### src/rtl/ysyx_23060025_line_wbuf.sv
// Write-burst engine: turns one CPU store or cache-line writeback into a single
// AXI4 write transaction (AW, then W beats, then B) and pulses done/err back.
module ysyx_23060025_line_wbuf #(
  parameter int ADDR_LEN = 32,
  parameter int DATA_LEN = 32,
  parameter int LINE_W   = 128
) (
  input  logic                clock,
  input  logic                reset,
  input  logic                wb_valid_i,
  output logic                wb_ready_o,
  input  logic [ADDR_LEN-1:0] wb_addr_i,
  input  logic [LINE_W-1:0]   wb_data_i,
  input  logic [3:0]          wb_strb_i,
  input  logic [2:0]          wb_type_i,
  output logic                wb_done_o,
  output logic                wb_err_o,
  output logic [ADDR_LEN-1:0] axi_addr_w_addr_o,
  output logic                axi_addr_w_valid_o,
  input  logic                axi_addr_w_ready_i,
  output logic [7:0]          axi_addr_w_len_o,
  output logic [2:0]          axi_addr_w_size_o,
  output logic [DATA_LEN-1:0] axi_w_data_o,
  output logic [3:0]          axi_w_strb_o,
  output logic                axi_w_valid_o,
  input  logic                axi_w_ready_i,
  output logic                axi_w_last_o,
  input  logic                axi_bkwd_valid_i,
  input  logic [1:0]          axi_bkwd_resp_i,
  output logic                axi_bkwd_ready_o
);

  localparam int BEATS = LINE_W / DATA_LEN;
  localparam int CNT_W = $clog2(BEATS);
  localparam int OFF_W = $clog2(LINE_W / 8);
  localparam logic [2:0]       TYPE_LINE = 3'd3;
  localparam logic [CNT_W-1:0] CNT_ONE   = {{(CNT_W-1){1'b0}}, 1'b1};

  typedef enum logic [1:0] {S_IDLE, S_AW, S_W, S_B} state_t;

  state_t            state_p0, state_nxt;
  logic [LINE_W-1:0] line_p0;
  logic [CNT_W-1:0]  beat_p0, beat_nxt;

  logic accept, aw_hs, w_hs, w_last_hs, b_hs;

  assign accept    = (state_p0 == S_IDLE) && wb_valid_i;
  assign aw_hs     = axi_addr_w_valid_o && axi_addr_w_ready_i;
  assign w_hs      = axi_w_valid_o && axi_w_ready_i;
  assign w_last_hs = w_hs && axi_w_last_o;
  assign b_hs      = axi_bkwd_ready_o && axi_bkwd_valid_i;

  // Request decode: line writebacks are aligned and forced to full-strobe words;
  // types 4..7 fall through as word stores.
  logic                req_line;
  logic [ADDR_LEN-1:0] req_addr;
  logic [7:0]          req_len;
  logic [2:0]          req_size;
  logic [3:0]          req_strb;
  logic [LINE_W-1:0]   req_data;

  always_comb begin
    req_line = (wb_type_i == TYPE_LINE);
    req_addr = wb_addr_i;
    req_len  = 8'd0;
    req_size = (wb_type_i > 3'd2) ? 3'd2 : wb_type_i;
    req_strb = wb_strb_i;
    req_data = {{(LINE_W-DATA_LEN){1'b0}}, wb_data_i[DATA_LEN-1:0]};
    if (req_line) begin
      req_addr = {wb_addr_i[ADDR_LEN-1:OFF_W], {OFF_W{1'b0}}};
      req_len  = 8'(BEATS - 1);
      req_size = 3'b010;
      req_strb = 4'hF;
      req_data = wb_data_i;
    end
  end

  always_ff @(posedge clock) begin
    if (reset) state_p0 <= S_IDLE;
    else       state_p0 <= state_nxt;
  end

  always_comb begin
    state_nxt = state_p0;
    case (state_p0)
      S_IDLE:  if (wb_valid_i) state_nxt = S_AW;
      S_AW:    if (aw_hs)      state_nxt = S_W;
      S_W:     if (w_last_hs)  state_nxt = S_B;
      S_B:     if (b_hs)       state_nxt = S_IDLE;
      default:                 state_nxt = S_IDLE;
    endcase
  end

  // Output values for the next cycle, decoded from the next state so every
  // port comes straight out of a flop.
  logic                ready_nxt, awvalid_nxt, wvalid_nxt, wlast_nxt, bready_nxt;
  logic                done_nxt, err_nxt;
  logic [DATA_LEN-1:0] wdata_nxt;

  always_comb begin
    ready_nxt   = (state_nxt == S_IDLE);
    awvalid_nxt = (state_nxt == S_AW);
    wvalid_nxt  = (state_nxt == S_W);
    bready_nxt  = (state_nxt == S_B);
    done_nxt    = b_hs;
    err_nxt     = b_hs && (axi_bkwd_resp_i != 2'b00);

    beat_nxt = beat_p0;
    if (accept)    beat_nxt = '0;
    else if (w_hs) beat_nxt = axi_w_last_o ? '0 : beat_p0 + CNT_ONE;

    wlast_nxt = wvalid_nxt && (8'(beat_nxt) == axi_addr_w_len_o);
    wdata_nxt = wvalid_nxt ? line_p0[beat_nxt*DATA_LEN +: DATA_LEN] : axi_w_data_o;
  end

  // Registered outputs and the latched request
  always_ff @(posedge clock) begin
    if (reset) begin
      wb_ready_o         <= 1'b1;
      wb_done_o          <= 1'b0;
      wb_err_o           <= 1'b0;
      axi_addr_w_valid_o <= 1'b0;
      axi_w_valid_o      <= 1'b0;
      axi_w_last_o       <= 1'b0;
      axi_bkwd_ready_o   <= 1'b0;
      axi_addr_w_addr_o  <= '0;
      axi_addr_w_len_o   <= '0;
      axi_addr_w_size_o  <= '0;
      axi_w_data_o       <= '0;
      axi_w_strb_o       <= '0;
      line_p0            <= '0;
      beat_p0            <= '0;
    end else begin
      wb_ready_o         <= ready_nxt;
      wb_done_o          <= done_nxt;
      wb_err_o           <= err_nxt;
      axi_addr_w_valid_o <= awvalid_nxt;
      axi_w_valid_o      <= wvalid_nxt;
      axi_w_last_o       <= wlast_nxt;
      axi_bkwd_ready_o   <= bready_nxt;
      axi_w_data_o       <= wdata_nxt;
      beat_p0            <= beat_nxt;
      if (accept) begin
        axi_addr_w_addr_o <= req_addr;
        axi_addr_w_len_o  <= req_len;
        axi_addr_w_size_o <= req_size;
        axi_w_strb_o      <= req_strb;
        line_p0           <= req_data;
      end
    end
  end

endmodule

### config.mk
export PLATFORM = sky130hd
export DESIGN_NAME = ysyx_23060025_line_wbuf
export DESIGN_NICKNAME = d
export VERILOG_FILES = /design/src/rtl/ysyx_23060025_line_wbuf.sv
export SDC_FILE = /design/constraint.sdc
export NUM_CORES = 1
export LEC_CHECK = 0
export ABC_AREA = 1
export BUFFER_PORTS_ARGS = -buffer_cell sky130_fd_sc_hd__buf_4
export CAP_MARGIN = 10
export CORE_UTILIZATION = 52
export CTS_CLUSTER_DIAMETER = 50
export DETAILED_ROUTE_END_ITERATION = 8
export PLACE_DENSITY_LB_ADDON = 0.25
export SLEW_MARGIN = 20
export SYNTH_ARGS = -nofsm -noshare
export SYNTH_HDL_FRONTEND = slang
export SYNTH_SLANG_ARGS = --single-unit
### constraint.sdc
create_clock -name clock -period 1.65 [get_ports clock]
set_clock_uncertainty 0.05 [all_clocks]
set_input_delay 0.4125 -clock clock [delete_from_list [all_inputs] [get_ports clock]]
set_output_delay 0.4125 -clock clock [all_outputs]
set_load 0.02 [all_outputs]
# ---- After elaboration in Yosys (flattened, before gate mapping)
# Index checks and enable logic that the tools add are counted.
# Widths: inputs -> output; s select.
dict set report totals {
  regBits 218
  latchBits 0
  ramBits 0
  mem_bits_ro 0
  out_inout_bits 86
  mem_count 0
}
dict set report classes {
  n_addsub 1
  n_mul 0
  div 0
  order_cmp 1
  n_eq_ne 8
  shift 1
  n_mux 14
  n_bitwise 0
  n_reduce_logical 10
}
# operator n
set op_table {}
lappend op_table {{$mux 128} 1}
lappend op_table {{$shiftx 128x8->32} 1}
lappend op_table {{$mux 2} 8}
lappend op_table {{$eq 2x2->1 const B} 4}
lappend op_table {{$eq 2x8->1} 1}
lappend op_table {{$mux 4} 2}
lappend op_table {{$pmux 2 s4} 1}
lappend op_table {{$logic_and 1x1->1} 7}
lappend op_table {{$mux 3} 2}
lappend op_table {{$eq 2x1->1 const B} 2}
lappend op_table {{$logic_not 2->1} 2}
lappend op_table {{$eq 3x2->1 const B} 1}
lappend op_table {{$gt 3x2->1 const B} 1}
lappend op_table {{$add 2x1->2 const B} 1}
lappend op_table {{$reduce_bool 2->1} 1}

# ---- Longest topological paths before layout
dict set report depth {
  word_depth 6
  ltp_mapped 11
  mapped_depth_nobuf 10
}

# ---- Least setup slack after synthesis
# OpenSTA, ideal clock, no wires.
dict set report synth_timing {
  kind {register to register}
  from {register axi_w_valid_o}
  to {register axi_w_data_o[12]}
  setup_ns 0.112
  t_arrival_ns 1.379
  t_required_ns 1.488
  path_slack_ns 0.109
  path_stages_with_launch 12
  n_path_buf 2
  synth_period_minus_slack_ns 1.541
  cell_sequence {dfxtp_1 -> nand2_1 -> clkinv_1 -> nand2_1 -> nand2_1 -> buf_6 -> buf_6 -> nand3_1 -> nand3_1 -> nand2_1 -> nor2_1 -> nor2_1}
}
dict set report synth_between {
  elab_chain_cells 5
}
# element line_no
set synth_lines {}
lappend synth_lines {{from (decl)} 25} ;# output logic axi_w_valid_o,
lappend synth_lines {{from (signal assigned)} 138} ;# axi_w_valid_o <= wvalid_nxt;
lappend synth_lines {{$logic_and 1x1->1 (*)} 49} ;# assign w_hs = axi_w_valid_o && axi_w_ready_i;
lappend synth_lines {{parallel branches: the longest is 4 deep, another holds $shiftx 128x8->32} --}
lappend synth_lines {{to (signal assigned)} 141} ;# axi_w_data_o <= wdata_nxt;
lappend synth_lines {{to (decl)} 23} ;# output logic [DATA_LEN-1:0] axi_w_data_o,
# Every way passes the cells marked *.
# A chain may end at the register's enable or synchronous reset.

# ---- Worst setup path after layout
dict set report layout_timing {
  from {register axi_w_valid_o}
  to {output axi_w_valid_o}
}
# No word-level cell between the ends.

==> flow_summary_export.csv <==
group,metric,value,unit
layout,diodes,0,
synth,netlist-cell-type-count,24,
place,dp.cells,1687,
setup_path,critPathRequiredTime,1.19,ns
sta,period_minus_slack,1.61,ns
synth,synth_warnings,0,
grt,grt_pass1_wl,42100,um
run,cap_violations,0,
layout,layout_common_cells,"buf_4 (287), nor2_1 (225), dfxtp_1 (207)",
synth,syn_area,0.00906,mm2
routing,wl_per_cell,16.2,um
layout,layout.area.seq,0.00423,mm2
pwr,clkPwrFrac,41.2,%
outcome,status,"finished, final reports clean",
grt,globalRouteOverflowTotal,0,
min_path,worst_hold_path_type,"in2reg",
grt,gr-usage-met3,3.74,%
layout,drive_gt1_share,25.2,%
setup_path,cp-start-kind,"flip-flop",
layout,layout.cells.most_common,"buf_4",
synth,async_flop_share,0,%
routing,drt-initial-drc-count,822,
floorplan,die_h,134,um
grt,antenna_found_initial,0,
pwr,p_switching,0.00322,W
sta,final-setup-viol-count,0,
setup_path,crit_fanout,4,
cts,htreeDepth,1,
sta,slew_viol_final,0,
routing,dr.pass1.iters,5,
sta,finalCritPeriodShare,97.5,%
sta,hold_viol,0,
setup_path,end_kind,"output port",
floorplan,rows,47,
grt,grt_max_degree,109,
sta,fin_ws,0.0417,ns
grt,grt_use_met1,39.7,%
cts,clock_sinks,211,
floorplan,die_area,0.0179,mm2
layout,area_delta_synth_final,37.6,%
sta,fmax,622,MHz
setup_path,cp.arrival,1.15,ns
routing,drc_errors,0,
cts,cts_tree,"yes",
pwr,p_sw_share,25.9,%
grt,grt.total_usage,29.2,%
sta,rsz0062_at_grt,"true",
grt,grt_pass1_vias,8310,
floorplan,initial_core_util,53.9,%
place,place_congestion,0.827,
pwr,p_leak,5.81,nW
layout,fin_cells,1744,
synth,syn_inst,1257,
cts,clockBufferDepth,3,
routing,ant_nets,0,
setup_path,r2r_cells,10,
sta,tns,0,ns
layout,n_fill_cell,1299,
floorplan,core,0.0168,mm2
place,port_buffers,254,
synth,synth_ff_type,"dfxtp_1",
floorplan,die_x,134,um
grt,busiest_layer,"met2",
synth,syn_avg_cell_area,7.21,um2
cts,clk_pin_slew,0.06,ns
cts,clock_latency,0.50,ns
setup_path,path_class,"reg2out",
pwr,combPwrFrac,15.0,%
place,dp_worst_setup_slack,-0.0700,ns
sta,hold_ws,0.0634,ns
pwr,power_frac_seq,43.8,%
grt,met2_usage,47.7,%
min_path,hold_depth,2,
pwr,intPower,0.00921,W
place,hpwlAfterDp,17700,um
routing,via_count,9118,
synth,synth-edff-count,0,
routing,finalWirelength,28300,um
layout,multi_input_area,0.00373,mm2
synth,synth-seq-cells,211,
synth,ys_seq_area_share,46.6,%
cts,numCtsBuffers,23,
routing,routed_via_density,5.23,
cts,cts_root_buf,"clkbuf_16",
layout,nets,1683,
pwr,p_per_area,997,mW/mm2
floorplan,boundaryPins,261,
pwr,peakVddDrop,0.000687,V
cts,cts_hold_buf,0,
-- metal layers --
layer | part of all wire [%] | up-vias | wire [um]
li1 | - | 4493 | -
met1 | 42 | 4150 | 11900
met2 | 47 | 422 | 13200
met3 | 8.4 | 53 | 2390
met4 | 2.7 | 0 | 765
met5 | 0 | - | 0
-- final timing paths --
| path | from | end | slack [ns] |
|---|---|---|---|
| max | axi_w_valid_o | axi_w_valid_o | 0.04 |
| min | axi_bkwd_resp_i[0] | wb_err_o | 0.06 |
| max reg2reg | axi_w_valid_o | axi_w_data_o[21] | 0.06 |
| min reg2reg | axi_addr_w_size_o[2] | axi_addr_w_size_o[2] | 0.40 |
-- cells by family (layout without fill, tap and decap cells) --
group / Yosys count / count (layout) / synth area share [%]
simple gates: 562 / 562 / 25.6
buf+inv: 271 / 533 / 13.3
compound gates: 212 / 212 / 14.4
flops: 211 / 211 / 46.6
other cells: 1 / 6 / 0.0414
-- through the flow --
step                instance area (um2)  total power [W]  util (%)
floorplan                          9080          0.00649         -
global placement                  11300          0.00729      67.3
detailed placement                11300          0.00732      67.3
CTS                               12100           0.0124      72.1
global route                      12500           0.0128      74.1
finish                            12500           0.0124      74.1
-- synth_stat cells (2+ instances only) --
| cell type | n | share of area, % |
|---|---|---|
| dfxtp_1 | 211 | 47 |
| nand3_1 | 136 | 7.5 |
| a21oi_1 | 43 | 2.4 |
| nor2_1 | 232 | 9.6 |
| buf_4 | 21 | 1.7 |
| inv_1 | 171 | 7.1 |
| o21ai_0 | 70 | 3.9 |
| nand4_1 | 3 | 0.21 |
| buf_2 | 39 | 2.2 |
| a22oi_1 | 96 | 8.0 |
| buf_6 | 8 | 0.99 |
| nand2_2 | 4 | 0.28 |
| clkinv_1 | 2 | 0.083 |
| nand2_1 | 183 | 7.6 |
| clkbuf_1 | 29 | 1.2 |
-- registers in the layout, indices dropped and copies added (netlist names) --
name and count:
line_p0 128, axi_addr_w_addr_o 32, axi_w_data_o 32, axi_w_strb_o 4, axi_addr_w_size_o 3, beat_p0 2
state_p0 2, axi_addr_w_len_o 1, axi_addr_w_valid_o 1, axi_bkwd_ready_o 1, axi_w_last_o 1, axi_w_valid_o 1
wb_done_o 1, wb_err_o 1, wb_ready_o 1
-- power groups by stage --
stage / Sequential (W) / Clock [W] / Combinational (W)
floorplan: 0.00569 / 0 / 0.000799
global route: 0.00547 / 0.00535 / 0.00203
detailed placement: 0.00556 / 0 / 0.00177
global placement: 0.00555 / 0 / 0.00175
CTS: 0.00545 / 0.00515 / 0.00180
finish: 0.00545 / 0.00512 / 0.00186
-- critical path, stage by stage (launching register included) --
cell,delay [ns]
dfxtp_4,0.36
buf_4,0.14
buf_4,0.15
-- final cells by class --
cell class              instances  area share [%]
clock buffers                  35            5.54
multi-input cells             780            30.0
clock inverters                 6           0.542
flip-flops and latches        211            34.0
well taps                     220            2.21
repair buffers                319            22.6
inverters                     173            5.21
-- repair_timing --
| action | in CTS | in global routing |
|---|---|---|
| resized for setup | 5 | 24 |
| cloned | 1 | 8 |
| setup buffers | 2 | 6 |
| endpoints found under the setup margin | 106 | 79 |
| pin swaps | 2 | 15 |
No activity file was read; power rests on OpenSTA's default activity.
